<file path="config.mk">
export PLATFORM = sky130hd
export DESIGN_NAME = ps2_scancode_decoder_flat
export DESIGN_NICKNAME = d
export VERILOG_FILES = /design/src/rtl/ps2_scancode_decoder_pkg.sv /design/src/rtl/ps2_scancode_decoder_if.sv /design/src/rtl/ps2_scancode_decoder_key_fifo.sv /design/src/rtl/ps2_scancode_decoder.sv /design/src/flat_wrapper.sv
export SDC_FILE = /design/constraint.sdc
export NUM_CORES = 1
export LEC_CHECK = 0
export ABC_AREA = 1
export ABC_CLOCK_PERIOD_IN_PS = 2150
export BUFFER_PORTS_ARGS = -buffer_cell sky130_fd_sc_hd__buf_2
export CORE_ASPECT_RATIO = 0.9
export CORE_UTILIZATION = 50
export CTS_CLUSTER_SIZE = 20
export DETAILED_ROUTE_END_ITERATION = 7
export GPL_TIMING_DRIVEN = 0
export PLACE_DENSITY = 0.7
export SLEW_MARGIN = 5
export SYNTH_ARGS = -nofsm -noshare
export SYNTH_HDL_FRONTEND = slang
export SYNTH_SLANG_ARGS = --single-unit
</file>
<file path="constraint.sdc">
create_clock -name clock -period 2.15 [get_ports clock]
set_input_delay 0 -clock clock [delete_from_list [all_inputs] [get_ports clock]]
set_output_delay 0 -clock clock [all_outputs]
set_load 0.01 [all_outputs]
</file>
<file path="src/rtl/ps2_scancode_decoder_pkg.sv">
// Shared PS/2 set-2 scancode and key-event constants plus the prefix FSM state type.
// Used by the scancode decoder top and its interface.
package ps2_pkg;
    localparam logic [7:0] SC_BREAK  = 8'hF0;
    localparam logic [7:0] SC_EXT    = 8'hE0;
    localparam logic [7:0] SC_LSHIFT = 8'h12;
    localparam logic [7:0] SC_RSHIFT = 8'h59;
    localparam logic [7:0] SC_CAPS   = 8'h58;
    localparam logic [7:0] SC_BAT_OK = 8'hAA;
    localparam logic [7:0] SC_ACK    = 8'hFA;
    localparam logic [7:0] SC_ECHO   = 8'hEE;
    localparam logic [7:0] SC_RESEND = 8'hFE;

    localparam logic [7:0] EV_UP     = 8'h80;
    localparam logic [7:0] EV_DOWN   = 8'h81;
    localparam logic [7:0] EV_LEFT   = 8'h82;
    localparam logic [7:0] EV_RIGHT  = 8'h83;
    localparam logic [7:0] ASC_CR    = 8'h0D;
    localparam logic [7:0] ASC_BS    = 8'h08;
    localparam logic [7:0] ASC_TAB   = 8'h09;
    localparam logic [7:0] ASC_ESC   = 8'h1B;
    localparam logic [7:0] ASC_SPACE = 8'h20;

    typedef enum logic [1:0] {
        ST_IDLE,
        ST_BRK,
        ST_EXT,
        ST_EXT_BRK
    } pfx_state_t;
endpackage

</file>
<file path="src/rtl/ps2_scancode_decoder_if.sv">
// Scancode input, key-event valid/ready output and status bundle of the decoder.
// master = decoder side, slave = keyboard controller / consumer side.
interface ps2_scancode_decoder_if #(
    parameter int FIFO_DEPTH = 8
);
    logic [7:0]                   scan_data;
    logic                         scan_valid;
    logic [7:0]                   key_ascii;
    logic                         key_valid;
    logic                         key_ready;
    logic                         shift_state;
    logic                         caps_state;
    logic [$clog2(FIFO_DEPTH):0]  fifo_count;
    logic                         overflow;

    modport master (
        input  scan_data, scan_valid, key_ready,
        output key_ascii, key_valid, shift_state, caps_state, fifo_count, overflow
    );

    modport slave (
        output scan_data, scan_valid, key_ready,
        input  key_ascii, key_valid, shift_state, caps_state, fifo_count, overflow
    );
endinterface

</file>
<file path="src/rtl/ps2_scancode_decoder_key_fifo.sv">
// Show-ahead synchronous FIFO; read data is combinational from the head, 0 when empty.
// Latency 1 clk push->visible; push while full succeeds only if a pop happens on the same edge.
module ps2_key_fifo #(
    parameter int DEPTH = 8,
    parameter int WIDTH = 8
) (
    input  logic                     clock,
    input  logic                     resetn,
    input  logic                     push,
    input  logic [WIDTH-1:0]         push_dat,
    input  logic                     pop,
    output logic [WIDTH-1:0]         pop_dat,
    output logic                     full,
    output logic                     empty,
    output logic [$clog2(DEPTH):0]   count
);
    localparam int AW = $clog2(DEPTH);

    logic [WIDTH-1:0] mem [DEPTH];
    logic [AW-1:0]    wr_ptr;
    logic [AW-1:0]    rd_ptr;
    logic             push_ok;
    logic             pop_ok;

    assign empty   = (count == '0);
    assign full    = (count == DEPTH[AW:0]);
    assign pop_ok  = pop && !empty;
    assign push_ok = push && (!full || pop_ok);
    assign pop_dat = empty ? '0 : mem[rd_ptr];

    always_ff @(posedge clock) begin
        if (push_ok) begin
            mem[wr_ptr] <= push_dat;
        end
    end

    always_ff @(posedge clock) begin
        if (!resetn) begin
            wr_ptr <= '0;
            rd_ptr <= '0;
            count  <= '0;
        end else begin
            if (push_ok) wr_ptr <= wr_ptr + 1'b1;
            if (pop_ok)  rd_ptr <= rd_ptr + 1'b1;
            if (push_ok && !pop_ok)      count <= count + 1'b1;
            else if (pop_ok && !push_ok) count <= count - 1'b1;
        end
    end
endmodule

</file>
<file path="src/rtl/ps2_scancode_decoder.sv">
// PS/2 set-2 bytes -> ASCII key events in a FIFO; 2 clk scan->key_valid; key_ready stalls, full FIFO drops + sticky overflow.
// Caps-lock tracking only when PS2_CAPSLOCK_EN is defined.
module ps2_scancode_decoder
    import ps2_pkg::*;
#(
    parameter int FIFO_DEPTH = 8
) (
    input  logic                   clock,
    input  logic                   resetn,
    ps2_scancode_decoder_if.master kb
);
    pfx_state_t state_q, state_d;
    logic       lsh_q, lsh_d, rsh_q, rsh_d;
    logic       caps_q;
    logic       is_make, is_break, is_ext;
    logic [8:0] xl;
    logic       evt_vld_q, evt_vld_d;
    logic [7:0] evt_dat_q;
    logic       overflow_q;
    logic       fifo_full, fifo_empty, pop;

    // Returns {hit, code}; shifted applies only to digits, upper only to letters.
    function automatic logic [8:0] translate(input logic [7:0] code, input logic ext,
                                             input logic upper, input logic shifted);
        logic [7:0] ch;
        logic       hit;
        ch  = 8'h00;
        hit = 1'b1;
        if (ext) begin
            case (code)
                8'h75:   ch = EV_UP;
                8'h72:   ch = EV_DOWN;
                8'h6B:   ch = EV_LEFT;
                8'h74:   ch = EV_RIGHT;
                default: hit = 1'b0;
            endcase
        end else begin
            case (code)
                8'h1C: ch = "a";  8'h32: ch = "b";  8'h21: ch = "c";  8'h23: ch = "d";
                8'h24: ch = "e";  8'h2B: ch = "f";  8'h34: ch = "g";  8'h33: ch = "h";
                8'h43: ch = "i";  8'h3B: ch = "j";  8'h42: ch = "k";  8'h4B: ch = "l";
                8'h3A: ch = "m";  8'h31: ch = "n";  8'h44: ch = "o";  8'h4D: ch = "p";
                8'h15: ch = "q";  8'h2D: ch = "r";  8'h1B: ch = "s";  8'h2C: ch = "t";
                8'h3C: ch = "u";  8'h2A: ch = "v";  8'h1D: ch = "w";  8'h22: ch = "x";
                8'h35: ch = "y";  8'h1A: ch = "z";
                8'h45: ch = "0";  8'h16: ch = "1";  8'h1E: ch = "2";  8'h26: ch = "3";
                8'h25: ch = "4";  8'h2E: ch = "5";  8'h36: ch = "6";  8'h3D: ch = "7";
                8'h3E: ch = "8";  8'h46: ch = "9";
                8'h29: ch = ASC_SPACE;
                8'h5A: ch = ASC_CR;
                8'h66: ch = ASC_BS;
                8'h0D: ch = ASC_TAB;
                8'h76: ch = ASC_ESC;
                SC_BAT_OK, SC_ACK, SC_ECHO, SC_RESEND: hit = 1'b0;
                default: hit = 1'b0;
            endcase
            if (ch >= "a" && ch <= "z") begin
                if (upper) ch = ch - 8'h20;
            end else if (shifted) begin
                case (ch)
                    "0": ch = ")";  "1": ch = "!";  "2": ch = "@";  "3": ch = "#";
                    "4": ch = "$";  "5": ch = "%";  "6": ch = "^";  "7": ch = "&";
                    "8": ch = "*";  "9": ch = "(";
                    default: ;
                endcase
            end
        end
        return {hit, ch};
    endfunction

`ifdef PS2_CAPSLOCK_EN
    logic caps_d;
    always_ff @(posedge clock) begin
        if (!resetn) caps_q <= 1'b0;
        else         caps_q <= caps_d;
    end
`else
    assign caps_q = 1'b0;
`endif

    always_comb begin
        state_d  = state_q;
        lsh_d    = lsh_q;
        rsh_d    = rsh_q;
        is_make  = 1'b0;
        is_break = 1'b0;
        is_ext   = 1'b0;
`ifdef PS2_CAPSLOCK_EN
        caps_d   = caps_q;
`endif
        if (kb.scan_valid) begin
            case (state_q)
                ST_IDLE: begin
                    if (kb.scan_data == SC_BREAK)    state_d = ST_BRK;
                    else if (kb.scan_data == SC_EXT) state_d = ST_EXT;
                    else                             is_make = 1'b1;
                end
                ST_BRK: begin
                    is_break = 1'b1;
                    state_d  = ST_IDLE;
                end
                ST_EXT: begin
                    if (kb.scan_data == SC_BREAK) begin
                        state_d = ST_EXT_BRK;
                    end else begin
                        is_make = 1'b1;
                        is_ext  = 1'b1;
                        state_d = ST_IDLE;
                    end
                end
                ST_EXT_BRK: begin
                    is_break = 1'b1;
                    is_ext   = 1'b1;
                    state_d  = ST_IDLE;
                end
                default: state_d = ST_IDLE;
            endcase
        end

        // Uses pre-edge modifier state; the key that changes it emits nothing.
        xl = translate(kb.scan_data, is_ext, (lsh_q | rsh_q) ^ caps_q, lsh_q | rsh_q);
        evt_vld_d = is_make && xl[8];

        if (is_make && !is_ext) begin
            if (kb.scan_data == SC_LSHIFT) lsh_d = 1'b1;
            if (kb.scan_data == SC_RSHIFT) rsh_d = 1'b1;
`ifdef PS2_CAPSLOCK_EN
            if (kb.scan_data == SC_CAPS)   caps_d = !caps_q;
`endif
        end
        if (is_break && !is_ext) begin
            if (kb.scan_data == SC_LSHIFT) lsh_d = 1'b0;
            if (kb.scan_data == SC_RSHIFT) rsh_d = 1'b0;
        end
    end

    always_ff @(posedge clock) begin
        if (!resetn) begin
            state_q    <= ST_IDLE;
            lsh_q      <= 1'b0;
            rsh_q      <= 1'b0;
            evt_vld_q  <= 1'b0;
            evt_dat_q  <= 8'h00;
            overflow_q <= 1'b0;
        end else begin
            state_q   <= state_d;
            lsh_q     <= lsh_d;
            rsh_q     <= rsh_d;
            evt_vld_q <= evt_vld_d;
            evt_dat_q <= xl[7:0];
            if (evt_vld_q && fifo_full && !pop) overflow_q <= 1'b1;
        end
    end

    assign pop = kb.key_valid && kb.key_ready;

    ps2_key_fifo #(
        .DEPTH (FIFO_DEPTH),
        .WIDTH (8)
    ) u_fifo (
        .clock    (clock),
        .resetn   (resetn),
        .push     (evt_vld_q),
        .push_dat (evt_dat_q),
        .pop      (pop),
        .pop_dat  (kb.key_ascii),
        .full     (fifo_full),
        .empty    (fifo_empty),
        .count    (kb.fifo_count)
    );

    assign kb.key_valid   = !fifo_empty;
    assign kb.shift_state = lsh_q | rsh_q;
    assign kb.caps_state  = caps_q;
    assign kb.overflow    = overflow_q;
endmodule

</file>
<file path="src/flat_wrapper.sv">
// flat-port wrapper written by rule: the top's interface ports become plain ports
module ps2_scancode_decoder_flat import ps2_pkg::*;
#(
    parameter int FIFO_DEPTH = 8
)
  (clock, resetn, kb_scan_data, kb_scan_valid, kb_key_ready, kb_key_ascii, kb_key_valid, kb_shift_state, kb_caps_state, kb_fifo_count, kb_overflow);
  ps2_scancode_decoder_if #(.FIFO_DEPTH(FIFO_DEPTH)) kb_i ();
  input  logic clock;
  input  logic resetn;
  input wire logic [$bits(kb_i.scan_data)-1:0] kb_scan_data;
  input wire logic [$bits(kb_i.scan_valid)-1:0] kb_scan_valid;
  input wire logic [$bits(kb_i.key_ready)-1:0] kb_key_ready;
  output wire logic [$bits(kb_i.key_ascii)-1:0] kb_key_ascii;
  output wire logic [$bits(kb_i.key_valid)-1:0] kb_key_valid;
  output wire logic [$bits(kb_i.shift_state)-1:0] kb_shift_state;
  output wire logic [$bits(kb_i.caps_state)-1:0] kb_caps_state;
  output wire logic [$bits(kb_i.fifo_count)-1:0] kb_fifo_count;
  output wire logic [$bits(kb_i.overflow)-1:0] kb_overflow;
  assign kb_i.scan_data = kb_scan_data;
  assign kb_i.scan_valid = kb_scan_valid;
  assign kb_i.key_ready = kb_key_ready;
  assign kb_key_ascii = kb_i.key_ascii;
  assign kb_key_valid = kb_i.key_valid;
  assign kb_shift_state = kb_i.shift_state;
  assign kb_caps_state = kb_i.caps_state;
  assign kb_fifo_count = kb_i.fifo_count;
  assign kb_overflow = kb_i.overflow;
  ps2_scancode_decoder #(.FIFO_DEPTH(FIFO_DEPTH)) u_core (.clock(clock), .resetn(resetn), .kb(kb_i));
endmodule
</file>
Word level (Yosys, flattened, before mapping)
Memory sizes are Yosys's and may differ from the RTL's. A register that Yosys moved wholly into a read port is not among the register bits.
Index checks and enable logic that the tools add are counted.
- register bits after elaboration: 24
- RAM bits: 64
- memories kept: 1
- add/subtract/negate cells: 5
- order comparisons: 2
- eq/ne operators: 64
- multiplexer cells: 39
- bitwise gates (word level): 1
- reduce and logical (&&, ||, !) cells: 25
- memories (name ; words ; bits a word ; read ports ; clocked after memory_dff ; wr ports ; RTL line ; RTL):
    u_core.u_fifo.mem ; 8 ; 8 ; 1 ; 1 ; 1 ; ps2_scancode_decoder_key_fifo.sv:19 ; logic [WIDTH-1:0] mem [DEPTH];
- operators with widths (operator ; count):
    7-bit case mux with 41 select lines ; 1
    8-bit by 6-bit equality test with 1-bit output, second input constant ; 33
    8-bit by 7-bit equality test with 1-bit output, second input constant ; 15
    8-bit case mux with 10 select lines ; 1
    8-bit by 5-bit equality test with 1-bit output, second input constant ; 8
    8-bit 2-to-1 mux ; 6
    41-bit OR reduction ; 1
    8-bit case mux with 4 select lines ; 1
    1-bit 2-to-1 mux ; 20
    8-bit equality test, second input constant ; 2
    1-bit logical AND ; 11
    8-bit by 4-bit equality test with 1-bit output, second input constant ; 1
    8-bit by 7-bit greater-or-equal comparator with 1-bit output, second input constant ; 1
    8-bit by 7-bit less-or-equal comparator with 1-bit output, second input constant ; 1
    4-bit 2-to-1 mux ; 2
    8-bit by 6-bit subtractor with 8-bit output, second input constant ; 1
    3-bit by 1-bit adder with 3-bit output, second input constant ; 2
    1-bit zero test ; 6
    2-bit 2-to-1 mux ; 3
    3-bit 2-to-1 mux ; 2
    2-bit case mux with 3 select lines ; 1
    4-bit by 1-bit adder with 4-bit output, second input constant ; 1
    2-bit equality test, second input constant ; 2
    4-bit equality test, second input constant ; 1
    other kinds (12) ; 13

Longest topological paths before layout
Gate-level depths: netlist of run 1.
- word-level depth: 10
- gate-level depth with buffers: 16
- depth with buffers taken out: 16

Hierarchy
A second synthesis of run 1 with hierarchy kept.
- cell total of the unflattened synthesis: 643
- area, all modules: 5138.7 µm²
- modules (own cells, without submodules) (module ; instances ; cells an instance ; area each (µm²)):
    ps2_key_fifo ; 1 ; 363 ; 3565.9
    ps2_scancode_decoder ; 1 ; 280 ; 1572.8

Least setup slack after synthesis of run 1
OpenSTA, ideal clock, no wires.
- path kind: reg2reg
- start point: register u_core.u_fifo.count[1]
- end point: register u_core.u_fifo.count[3]
- setup time: 0.119 ns
- arrival: 2.221 ns
- required time: 2.031 ns
- setup slack: -0.191 ns
- stages on the path, launching flop included: 17
- path buffers: 0
- clock period less this slack: 2.341 ns
- cell sequence: dfxtp_1 -> inv_1 -> nand3_1 -> nor2_1 -> nor2_1 -> inv_1 -> ha_1 -> inv_1 -> ha_1 -> nand2_1 -> nor2_1 -> a211oi_1 -> nor2_1 -> nor2_1 -> nand2_1 -> o21ai_0 -> a21oi_1
- longest elaborated chain between the ends: 9
- elaborated cells between the ends (all ways): 17
- classes of those cells: add/sub (2); eq/ne (1); mux (2); reduce/logical (12)
- RTL lines (element ; RTL line ; RTL):
    from (decl) ; ps2_scancode_decoder_key_fifo.sv:15 ; output logic [$clog2(DEPTH):0] count
    from (signal assigned) ; ps2_scancode_decoder_key_fifo.sv:45 ; if (push_ok && !pop_ok) count <= count + 1'b1;
    from (signal assigned) ; ps2_scancode_decoder_key_fifo.sv:46 ; else if (pop_ok && !push_ok) count <= count - 1'b1;
    4-bit zero test ; ps2_scancode_decoder_key_fifo.sv:25 ; assign empty = (count == '0);
    1-bit zero test ; ps2_scancode_decoder_key_fifo.sv:27, ps2_scancode_decoder.sv:172 ;
    1-bit logical AND ; ps2_scancode_decoder.sv:155 ; assign pop = kb.key_valid && kb.key_ready;
    1-bit logical AND ; ps2_scancode_decoder_key_fifo.sv:27 ; assign pop_ok = pop && !empty;
    1-bit logical OR ; ps2_scancode_decoder_key_fifo.sv:28 ; assign push_ok = push && (!full || pop_ok);
    1-bit logical AND ; ps2_scancode_decoder_key_fifo.sv:28 ;
    1-bit zero test ; ps2_scancode_decoder_key_fifo.sv:46 ;
    1-bit logical AND ; ps2_scancode_decoder_key_fifo.sv:46 ;
    2-bit nonzero test (no line) ; -- ;
Parallel ways exist; a longest one is shown, timed or not. The select of a mux whose other input is x is not followed.
A chain may end at the register's enable or synchronous reset.

Worst setup path after layout of run 1
- start point: register u_core.u_fifo.count[2]
- end point: register u_core.u_fifo.count[3]
- longest elaborated chain between the ends: 9
- elaborated cells between the ends (all ways): 17
- classes of those cells: add/sub (2); eq/ne (1); mux (2); reduce/logical (12)
- RTL lines (element ; RTL line ; RTL):
    4-bit zero test ; ps2_scancode_decoder_key_fifo.sv:25 ;
    1-bit zero test ; ps2_scancode_decoder_key_fifo.sv:27, ps2_scancode_decoder.sv:172 ;
    1-bit logical AND ; ps2_scancode_decoder.sv:155 ;
    1-bit logical AND ; ps2_scancode_decoder_key_fifo.sv:27 ;
    1-bit logical OR * ; ps2_scancode_decoder_key_fifo.sv:28 ;
    1-bit logical AND * ; ps2_scancode_decoder_key_fifo.sv:28 ;
    via u_core.u_fifo.push_ok ; ps2_scancode_decoder_key_fifo.sv:22 ; logic push_ok;
    1-bit zero test ; ps2_scancode_decoder_key_fifo.sv:46 ;
    1-bit logical AND ; ps2_scancode_decoder_key_fifo.sv:46 ;
    2-bit nonzero test (no line) ; -- ;
The timed path passes the listed nets; every way through them passes the cells marked *. The select of a mux whose other input is x is not followed.

==> results.py, run 1 <==
metrics = {
    "clock_network": {
        "cts_root_buf": "clkbuf_8",
        "htreeDepth": 3,
        "clock_sinks": 91,
        "clock_path_buffers": 2,
        "numCtsBuffers": 9,
        "cts_tree": "done",
        "cts.clk_slew.worst_paths_ns": 0.09,
        "clk_latency_ns": 0.36,
    },
    "hold_path": {
        "hold_path.class": "input port to flop",
    },
    "floorplan": {
        "core_um2": 8770,
        "die_y_um": 93.0,
        "dieArea_um2": 9590,
        "die_w_um": 103,
        "initial_utilization_pct": 52.5,
        "num_rows": 32,
        "ios": 28,
    },
    "sta": {
        "worst_pin_slew_ns": 0.825,
        "setup_ws_ns": 0.0148,
        "fmax_ghz": 0.468,
        "setup_tns_ns": 0,
        "finalCritPeriodShare_pct": 99.3,
        "layout_min_cycle_time_ns": 2.14,
        "setup-violations-final": 0,
        "skew_ns": 0.0107,
        "slew_headroom_pct": 44.8,
        "final_hold_viol_count": 0,
        "rsz0062_at_grt": "yes",
        "drv_slew": 0,
    },
    "route": {
        "drc": 0,
        "vias": 3878,
        "wl_met3_um": 774,
        "initialDrtViolationCount": 285,
        "wl_met1_um": 5050,
        "ant_nets": 0,
        "first_pass_iters": 6,
        "totalWireLength_um": 10800,
        "top_layer": "met4",
        "wl_per_cell_um": 14.9,
        "via_per_inst": 5.39,
        "met2_wirelength_um": 4830,
    },
    "setup_path": {
        "cp_slowest_stage_delay_ns": 0.36,
        "crit_slowest_cell": "dfxtp_2",
        "crit_fanout": 5,
        "crit_top_cell": "nor2_1",
        "critPathKind": "flop to flop",
        "cp.arrival_ns": 2.38,
        "crit_chain": "inv_2 > nand3_4 > nor3_4 > nor2_4 > ha_4 > inv_4 > ha_1 > nand2_1 > nor2_1 > a211oi_2 > nor2_1 > nor2_1 > nand2_1 > o21ai_1 > a21oi_1",
        "start_kind": "flop",
        "end_kind": "flop",
        "cp_top_family": "simple AND/OR/NAND/NOR gates",
        "crit_buf_inv": 2,
        "worst-endpoint-required_ns": 2.40,
    },
    "logic_synthesis": {
        "syn_nets": 573,
        "synth_seq_area_share_pct": 53.5,
        "synth_cell_types": 35,
        "ys_ff_latch": 91,
        "synth_cells": 554,
        "yosys.area_share.simple_pct": 26.6,
        "synth_top_family_by_area": "simple AND/OR/NAND/NOR gates",
        "yosysWarnings": 0,
        "synth_compound_area_share_pct": 12.0,
        "synth_mux_area_share_pct": 0,
        "synthAdderAreaFrac_pct": 2.07,
        "netlist_area_um2": 4600,
        "avgSynthCellArea_um2": 8.31,
        "synth_xor_area_share_pct": 0.190,
    },
    "global_routing": {
        "grt_max_degree": 17,
        "grt_overflow": 0,
        "grt_pass1_wl_um": 17400,
        "antenna_found_initial": 0,
        "track_usage_pct": 24.5,
        "grt_pass1_vias": 3628,
    },
    "power_and_ir_drop": {
        "intPower_mw": 3.20,
        "power_frac_clock_pct": 26.0,
        "seq_power_share_pct": 41.9,
        "switching_power_mw": 1.70,
        "peakVddDrop_uv": 505,
        "leakagePower_nw": 2.22,
        "p_sw_share_pct": 34.7,
        "share_comb_of_total_power_pct": 32.0,
        "power_density_nw_per_um2": 934,
    },
    "placed_design": {
        "place_ws_ns": -0.238,
        "gp_congestion": 0.929,
        "io_buffer_count": 26,
        "post-dp-hpwl_um": 7900,
    },
    "finish": {
        "diodes": 0,
        "drive_above_1_share_pct": 15.0,
        "multi_input_area_um2": 1960,
        "syn_to_final_growth_pct": 13.9,
        "layout_common_cells": "115 x nor2_1, 102 x nand2_1, 64 x edfxtp_1",
        "seqCellArea_um2": 2470,
        "fillCellCount": 768,
        "nets": 615,
        "finish.utilization_pct": 59.8,
        "final_common_cell": "nor2_1",
    },
    "status": {
        "status": "finished clean",
    },
    "flow_run": {
        "drv_cap": 0,
    },
}
[layout make-up]
cell class | count | share of cell area (%)
Sequential cell | 91 | 47.1
Multi-Input combinational cell | 398 | 37.4
Inverter | 53 | 3.89
Timing Repair Buffer | 31 | 3.34
Tap cell | 119 | 2.84
Clock buffer | 9 | 2.36
Clock inverter | 7 | 1.86
Buffer | 12 | 1.17
[routing by layer]
metal	vias to the layer above	GRT usage, %
li1	1954	-
met1	1763	35.7
met2	150	36.7
met3	11	5.16
met4	0	7.04
met5	-	0
[stage by stage]
step	hold slack, ns	total power [mW]	std cells	area (um^2)
3_3_place_gp	0.298	3.48	699	4910
6_report	0.138	4.89	720	5240
5_1_grt	0.154	5.20	720	5240
2_1_floorplan	0.138	3.03	554	4630
4_1_cts	0.105	4.80	719	5180
3_5_place_dp	0.314	3.51	699	4910
[worst paths after layout]
path | endpoint | cells past startpoint | from | slack (ns)
max | u_core.u_fifo.count[3]$_SDFFE_PN0P_ | 15 | u_core.u_fifo.count[2]$_SDFFE_PN0P_ | 0.01
max reg2reg | u_core.u_fifo.count[3]$_SDFFE_PN0P_ | 15 | u_core.u_fifo.count[2]$_SDFFE_PN0P_ | 0.01
min | u_core.state_q[1]$_SDFFE_PN0P_ | 5 | kb_scan_data[6] | 0.14
min reg2reg | u_core.kb.overflow$_SDFFE_PN0P_ | 2 | u_core.evt_vld_q$_SDFF_PN0_ | 0.47
[synth_stat cells (all sizes together)]
cell     number  share of area (%)
clkbuf        8               0.65
o2111ai       1               0.19
nand2       112                9.9
a31oi         9                1.2
inv          53                4.3
nand3b        2               0.33
nor4          2               0.27
a41oi         1               0.19
nor3          7               0.76
fa            1               0.43
a21oi        20                2.2
a211oi        1               0.16
dfxtp        27                 12
buf           4               0.57
conb          1              0.081
a21boi        1               0.16
o21ai        61                6.6
edfxtp       64                 42
xor2          1               0.19
ha            6                1.6
nor2        130                 11
nand3        24                2.7
o22ai         8                1.1
nand4         9                1.2
o31ai         1               0.16
[logic make-up after synthesis]
kind of cell               count (synthesis)
AOI/OAI and AO/OA                        103
other                                      1
adders and majority gates                  7
DFF                                       91
and+or+nand+nor                          286
buffers and inverters                     65
xor gates and xnor gates                   1
[state kept, by name (all words and copies together) (netlist names), named ones only]
register and count:
u_core.rsh_q 1, u_core.state_q 2, u_core.u_fifo.rd_ptr 3, u_core.u_fifo.count 4, u_core.u_fifo.mem 64, u_core.lsh_q 1
u_core.u_fifo.wr_ptr 3, u_core.evt_vld_q 1, u_core.kb.overflow 1, u_core.evt_dat_q 8
[worst register-to-register path, delay by kind of cell, from the launching register on]
family | cells | cell delay [ns]
AND/OR/NAND/NOR | 8 | 0.72
adder cells (fa/ha/maj) | 2 | 0.41
AO/OA/AOI/OAI | 3 | 0.39
flip-flops | 1 | 0.36
buffers and inverters | 2 | 0.16
[power groups by stage]
stage / Clock (mW) / Sequential (mW) / Combinational (mW)
floorplan: 0 / 2.07 / 0.958
global placement: 0 / 2.08 / 1.40
detailed placement: 0 / 2.08 / 1.43
CTS: 1.29 / 2.04 / 1.46
global route: 1.35 / 2.07 / 1.78
finish: 1.27 / 2.05 / 1.57
[repair_timing]
| action | CTS | global route |
|---|---|---|
| pin swaps | 1 | 3 |
| cloned | 0 | 0 |
| resized for setup | 7 | 21 |
| setup endpoints to repair | 33 | 14 |
| hold buffers | 3 | 0 |
| hold endpoints to repair | 4 | 0 |
| buffers inserted | 1 | 1 |
(Power assumes the default switching activity.)
==> run 2, diff against run 1 <==
--- a/config.mk
+++ b/config.mk
@@ -8,7 +8,9 @@
 export ABC_AREA = 1
 export ABC_CLOCK_PERIOD_IN_PS = 2150
 export BUFFER_PORTS_ARGS = -buffer_cell sky130_fd_sc_hd__buf_2
+export CAP_MARGIN = 10
 export CORE_ASPECT_RATIO = 0.9
+export CORE_MARGIN = 1.5
 export CORE_UTILIZATION = 50
 export CTS_CLUSTER_SIZE = 20
 export DETAILED_ROUTE_END_ITERATION = 7
==> run 2 against run 1 <==
Compared with the run above: first-iteration DRC count rose by 28%; combinational power barely moved; utilization fell by 1.6 points; global-route usage fell by 1.6 points; count of clock-buffer cells in the layout rose by 1; largest power group unchanged; flip-flop and latch count did not move; largest cell class unchanged; total power rose by 1.7%; register-to-register slack improved by 0.05 ns; maximum frequency rose by 2.4%; non-clock buffer count fell by 1; clock skew fell by 0.0028 ns; final cell count rose by 0.28%.
==> results.py, run 2 (synthesis results as in run 1) <==
metrics = {
    "setup_path": {
        "reg2regPathDepth": 15,
        "cp_top_family": "simple AND/OR/NAND/NOR gates",
        "end_kind": "flop",
        "crit_chain": "inv_2 > nand3_4 > nor3_4 > nor2_4 > ha_4 > inv_4 > ha_1 > nand2_1 > nor2_1 > a211oi_2 > nor2_1 > nor2_1 > nand2_1 > o21ai_1 > a21oi_1",
        "cp.arrival_ns": 2.33,
        "crit_slowest_cell": "dfxtp_2",
        "worst_r2r_endpoint": "u_core.u_fifo.count[3]$_SDFFE_PN0P_",
        "cp_slowest_stage_delay_ns": 0.35,
        "critPathKind": "flop to flop",
        "crit_top_cell": "nor2_1",
        "crit_buf_inv": 2,
        "rrSetupSlack_ns": 0.07,
        "worst-endpoint-required_ns": 2.39,
        "start_kind": "flop",
        "crit_fanout": 5,
        "r2r_start": "u_core.u_fifo.count[1]$_SDFFE_PN0P_",
        "startpoint": "u_core.u_fifo.count[1]$_SDFFE_PN0P_",
    },
    "finish": {
        "top_register": "u_core.u_fifo.mem",
        "reg_top3": "u_core.u_fifo.mem: 64 flops, u_core.evt_dat_q: 8 flops, u_core.u_fifo.count: 4 flops",
        "finish.utilization_pct": 58.2,
        "drive_above_1_share_pct": 15.5,
        "seqCellArea_um2": 2470,
        "largest_reg_flops": 64,
        "diodes": 0,
        "final_common_cell": "nor2_1",
        "syn_to_final_growth_pct": 14.3,
        "nets": 614,
        "multi_input_area_um2": 1970,
        "fillCellCount": 800,
        "layout_common_cells": "115 x nor2_1, 102 x nand2_1, 64 x edfxtp_1",
    },
    "power_and_ir_drop": {
        "leakagePower_nw": 2.23,
        "peakVddDrop_uv": 946,
        "total_power_mw": 4.98,
        "power_density_nw_per_um2": 947,
    },
    "floorplan": {
        "dieArea_um2": 9790,
        "die_w_um": 104,
        "initial_utilization_pct": 50.9,
        "die_y_um": 94.0,
        "core_um2": 9040,
        "num_rows": 33,
        "ios": 28,
    },
    "sta": {
        "rsz0062_at_grt": "yes",
        "worst_pin_slew_ns": 0.796,
        "skew_ns": 0.00793,
        "layout_min_cycle_time_ns": 2.08,
        "slew_headroom_pct": 46.8,
        "finalCritPeriodShare_pct": 97.0,
        "setup-violations-final": 0,
        "fmax_ghz": 0.480,
        "setup_ws_ns": 0.0654,
        "final_hold_viol_count": 0,
        "drv_slew": 0,
    },
    "flow_run": {
        "drv_cap": 0,
    },
    "hold_path": {
        "hold_path.class": "input port to flop",
        "hold_start": "kb_key_ready",
        "whs_endpoint": "u_core.kb.overflow$_SDFFE_PN0P_",
        "hold_depth": 5,
    },
    "global_routing": {
        "grt.busiest_layer": "met2",
        "grt_pass1_wl_um": 17400,
        "grt_overflow": 0,
        "met3_usage_pct": 5.55,
        "track_usage_pct": 22.9,
        "grt_max_degree": 16,
        "grt_pass1_vias": 3542,
        "met2_usage_pct": 36.9,
        "use_met1_pct": 31.9,
        "antenna_found_initial": 0,
    },
    "route": {
        "initialDrtViolationCount": 364,
        "totalWireLength_um": 10800,
        "drc": 0,
        "wl_per_cell_um": 14.9,
        "ant_nets": 0,
        "vias": 3877,
        "via_per_inst": 5.37,
        "first_pass_iters": 5,
    },
    "placed_design": {
        "gp_congestion": 0.981,
        "place_ws_ns": -0.177,
        "io_buffer_count": 26,
        "post-dp-hpwl_um": 7920,
    },
    "clock_network": {
        "clock_sinks": 91,
        "numCtsBuffers": 9,
        "clk_latency_ns": 0.35,
        "cts.clk_slew.worst_paths_ns": 0.09,
        "htreeDepth": 3,
        "cts_tree": "done",
        "cts_root_buf": "clkbuf_8",
        "clock_path_buffers": 2,
    },
    "status": {
        "status": "finished clean",
    },
}
-- run 2: through the flow --
| step | std cells | setup TNS [ns] | instance area [um^2] | hold WS [ns] |
|---|---|---|---|---|
| 5_1_grt | 722 | -0.128 | 5260 | 0.0885 |
| 4_1_cts | 722 | -0.0199 | 5210 | 0.0355 |
| 6_report | 722 | 0 | 5260 | 0.0882 |
| 3_5_place_dp | 702 | -2.87 | 4910 | 0.312 |
| 2_1_floorplan | 554 | 0 | 4630 | 0.138 |
| 3_3_place_gp | 702 | -1.24 | 4910 | 0.305 |
-- run 2: final cells by class --
type,count,area share [%]
multi-input combinational,398,37.4
buffer,12,1.24
sequential,91,46.9
clock inverter,6,2.16
inverter,53,3.83
clock buffer,10,2.43
timing repair buffer,30,3.14
tap,122,2.90
-- run 2: power by group --
| part | switching [mW] | total [mW] | internal, mW |
|---|---|---|---|
| registers | 0.0998 | 2.05 | 1.95 |
| clock network | 0.575 | 1.35 | 0.774 |
| logic | 0.991 | 1.58 | 0.587 |
-- run 2: metal layers --
layer	share of wire, %	wire length, um
met1	47	5070
met2	46	4910
met3	6.6	714
met4	0.60	65
met5	0	0
-- run 2: worst max-delay path by stage --
stage / to / slack (ns) / cells after the start
2_1_floorplan: u_core.u_fifo.count[3]$_SDFFE_PN0P_ / 0.007 / 16
5_1_grt: u_core.u_fifo.count[3]$_SDFFE_PN0P_ / -0.13 / 15
6_report: u_core.u_fifo.count[3]$_SDFFE_PN0P_ / 0.07 / 15
4_1_cts: u_core.u_fifo.count[3]$_SDFFE_PN0P_ / -0.02 / 15
3_5_place_dp: u_core.u_fifo.count[3]$_SDFFE_PN0P_ / -0.18 / 15
3_3_place_gp: u_core.u_fifo.count[3]$_SDFFE_PN0P_ / -0.14 / 16
-- run 2: what timing repair did --
item / in CTS / in global routing
endpoints found under the hold margin: 5 / 0
gates resized for setup: 9 / 23
setup buffers: 2 / 0
hold buffers: 2 / 0
pin swaps: 2 / 2
cloned: 0 / 0
setup endpoints to repair: 35 / 31
-- run 2: tightest hold or removal path, stage by stage --
cell     delay (ns)
buf_2          0.12
nor3_4         0.06
buf_4          0.12
nand2_1        0.05
a21oi_1        0.05
==> run 3, diff against run 2 <==
--- a/config.mk
+++ b/config.mk
@@ -9,9 +9,10 @@
 export ABC_CLOCK_PERIOD_IN_PS = 2150
 export BUFFER_PORTS_ARGS = -buffer_cell sky130_fd_sc_hd__buf_2
 export CAP_MARGIN = 10
-export CORE_ASPECT_RATIO = 0.9
+export CORE_ASPECT_RATIO = 0.8
 export CORE_MARGIN = 1.5
 export CORE_UTILIZATION = 50
+export CTS_CLUSTER_DIAMETER = 120
 export CTS_CLUSTER_SIZE = 20
 export DETAILED_ROUTE_END_ITERATION = 7
 export GPL_TIMING_DRIVEN = 0
==> run 3 against run 2 <==
Compared with the run above: sequential share of layout area down 1.1 points; final area up 2.5%; largest cell class unchanged; die area about the same; worst setup slack worse by 0.15 ns; maximum frequency down 6.6%; final cell count down 0.14%; the flow now finishes with violations (negative setup slack); flip-flop and latch count unchanged; sequential power about the same.
==> results.py, run 3 (synthesis results as in run 1) <==
metrics = {
    "status": {
        "status": "finished with violations",
        "violations": "negative setup slack",
    },
    "sta": {
        "setup-violations-final": 1,
        "layout_min_cycle_time_ns": 2.23,
        "setup_ws_ns": -0.0824,
        "fmax_ghz": 0.448,
        "worst_pin_slew_ns": 0.822,
        "slew_headroom_pct": 45.0,
        "final_hold_viol_count": 0,
        "finalCritPeriodShare_pct": 104,
        "skew_ns": 0.00490,
        "drv_slew": 0,
        "rsz0062_at_grt": "yes",
    },
    "placed_design": {
        "post-dp-hpwl_um": 8270,
        "gp_congestion": 1.06,
        "dpl_cell_area_um2": 4900,
        "io_buffer_count": 26,
        "place_inst": 695,
    },
    "route": {
        "drc": 0,
        "first_pass_iters": 5,
        "via_per_inst": 5.48,
        "vias": 3948,
        "initialDrtViolationCount": 418,
        "totalWireLength_um": 11100,
        "ant_nets": 0,
        "wl_per_cell_um": 15.4,
    },
    "flow_run": {
        "drv_cap": 0,
    },
    "setup_path": {
        "end_kind": "flop",
        "worst-endpoint-required_ns": 2.37,
        "cp.arrival_ns": 2.45,
        "critPathKind": "flop to flop",
        "start_kind": "flop",
        "crit_fanout": 3,
    },
    "clock_network": {
        "cts_root_buf": "clkbuf_16",
        "clock_sinks": 91,
        "cts.clk_slew.worst_paths_ns": 0.06,
        "clock_path_buffers": 2,
        "clk_latency_ns": 0.34,
        "numCtsBuffers": 9,
        "htreeDepth": 3,
        "cts_tree": "done",
    },
    "finish": {
        "layout_common_cells": "115 x nor2_1, 102 x nand2_1, 64 x edfxtp_1",
        "top_register": "u_core.u_fifo.mem",
        "largest_reg_flops": 64,
        "nets": 620,
        "final_common_cell": "nor2_1",
        "drive_above_1_share_pct": 15.8,
        "diodes": 0,
        "syn_to_final_growth_pct": 17.2,
        "fillCellCount": 808,
        "stdcell_area_um2": 5390,
        "reg_top3": "u_core.u_fifo.mem: 64 flops, u_core.evt_dat_q: 8 flops, u_core.u_fifo.count: 4 flops",
        "instances_no_fill": 721,
    },
    "floorplan": {
        "core_um2": 9000,
        "initial_utilization_pct": 51.2,
        "die_y_um": 88.8,
        "ios": 28,
        "num_rows": 31,
        "dieArea_um2": 9790,
        "die_w_um": 110,
    },
    "global_routing": {
        "grt_overflow": 0,
        "grt_pass1_wl_um": 17300,
        "antenna_found_initial": 0,
        "track_usage_pct": 23.5,
        "grt_max_degree": 16,
        "grt_pass1_vias": 3520,
    },
    "power_and_ir_drop": {
        "leakagePower_nw": 2.30,
        "peakVddDrop_uv": 887,
        "total_power_mw": 5.39,
        "power_density_nw_per_um2": 1000,
    },
    "hold_path": {
        "hold_path.class": "input port to flop",
    },
}
run 3: cell types whose count changed in the layout (fill, tap and decap cells not counted), sizes merged:
cell         change
clkbuf           -1
clkinv           +1
bufinv           -1
dlygate4sd3      +1
buf              +6
run 3: layout make-up:
class,instances,area (um^2),area share [%]
buffer,12,60.1,1.11
clock buffer,10,239,4.43
clock inverter,6,88.8,1.65
timing repair buffer,36,213,3.94
multi-input combinational,398,1970,36.5
inverter,53,209,3.87
sequential,91,2470,45.8
tap,115,144,2.67
run 3: routing by layer:
layer	vias up	GRT usage (%)	wire, um
li1	1963	-	-
met1	1817	35.2	5230
met2	156	35.5	4890
met3	12	5.89	901
met4	0	3.15	81
met5	-	0	0
run 3: worst paths after layout:
| check | from | to | slack (ns) | depth (start not counted) |
|---|---|---|---|---|
| max | u_core.u_fifo.count[2]$_SDFFE_PN0P_ | u_core.u_fifo.count[3]$_SDFFE_PN0P_ | -0.08 | 15 |
| min | kb_scan_data[6] | u_core.state_q[1]$_SDFFE_PN0P_ | 0.14 | 5 |
| max reg2reg | u_core.u_fifo.count[2]$_SDFFE_PN0P_ | u_core.u_fifo.count[3]$_SDFFE_PN0P_ | -0.08 | 15 |
| min reg2reg | u_core.kb.overflow$_SDFFE_PN0P_ | u_core.kb.overflow$_SDFFE_PN0P_ | 0.47 | 2 |
run 3: through the flow:
stage	util, %	hold slack (ns)	setup WS, ns	TNS, ns
floorplan	-	0.138	0.00682	0
global placement	54.5	0.300	-0.147	-2.42
detailed placement	54.5	0.314	-0.207	-3.48
CTS	58.8	0.132	-0.0824	-0.0824
global route	59.9	0.189	-0.213	-0.213
finish	59.9	0.137	-0.0824	-0.0824
run 3: critical path, cell delays in order, from the launching register on:
cell      delay, ns
dfxtp_4        0.36
inv_4          0.06
nand3_4        0.10
nor3_4         0.23
nor2_4         0.08
ha_4           0.18
inv_4          0.06
ha_1           0.22
nand2_1        0.06
nor2_1         0.05
a211oi_2       0.23
nor2_1         0.08
nor2_1         0.13
nand2_1        0.09
o21ai_1        0.13
a21oi_1        0.05
run 3: repair_timing:
item	in CTS	in global routing
buffers inserted	1	6
hold buffers	3	0
resized for setup	9	22
pin swaps	1	6
setup endpoints to repair	35	60
endpoints found under the hold margin	3	0
run 3: where the power goes:
group | internal (mW) | leakage, nW | switching (mW)
Combinational | 0.632 | 1.33 | 1.01
Clock | 1.05 | 0.155 | 0.629
Sequential | 1.96 | 0.812 | 0.107
Total | 3.64 | 2.30 | 1.75
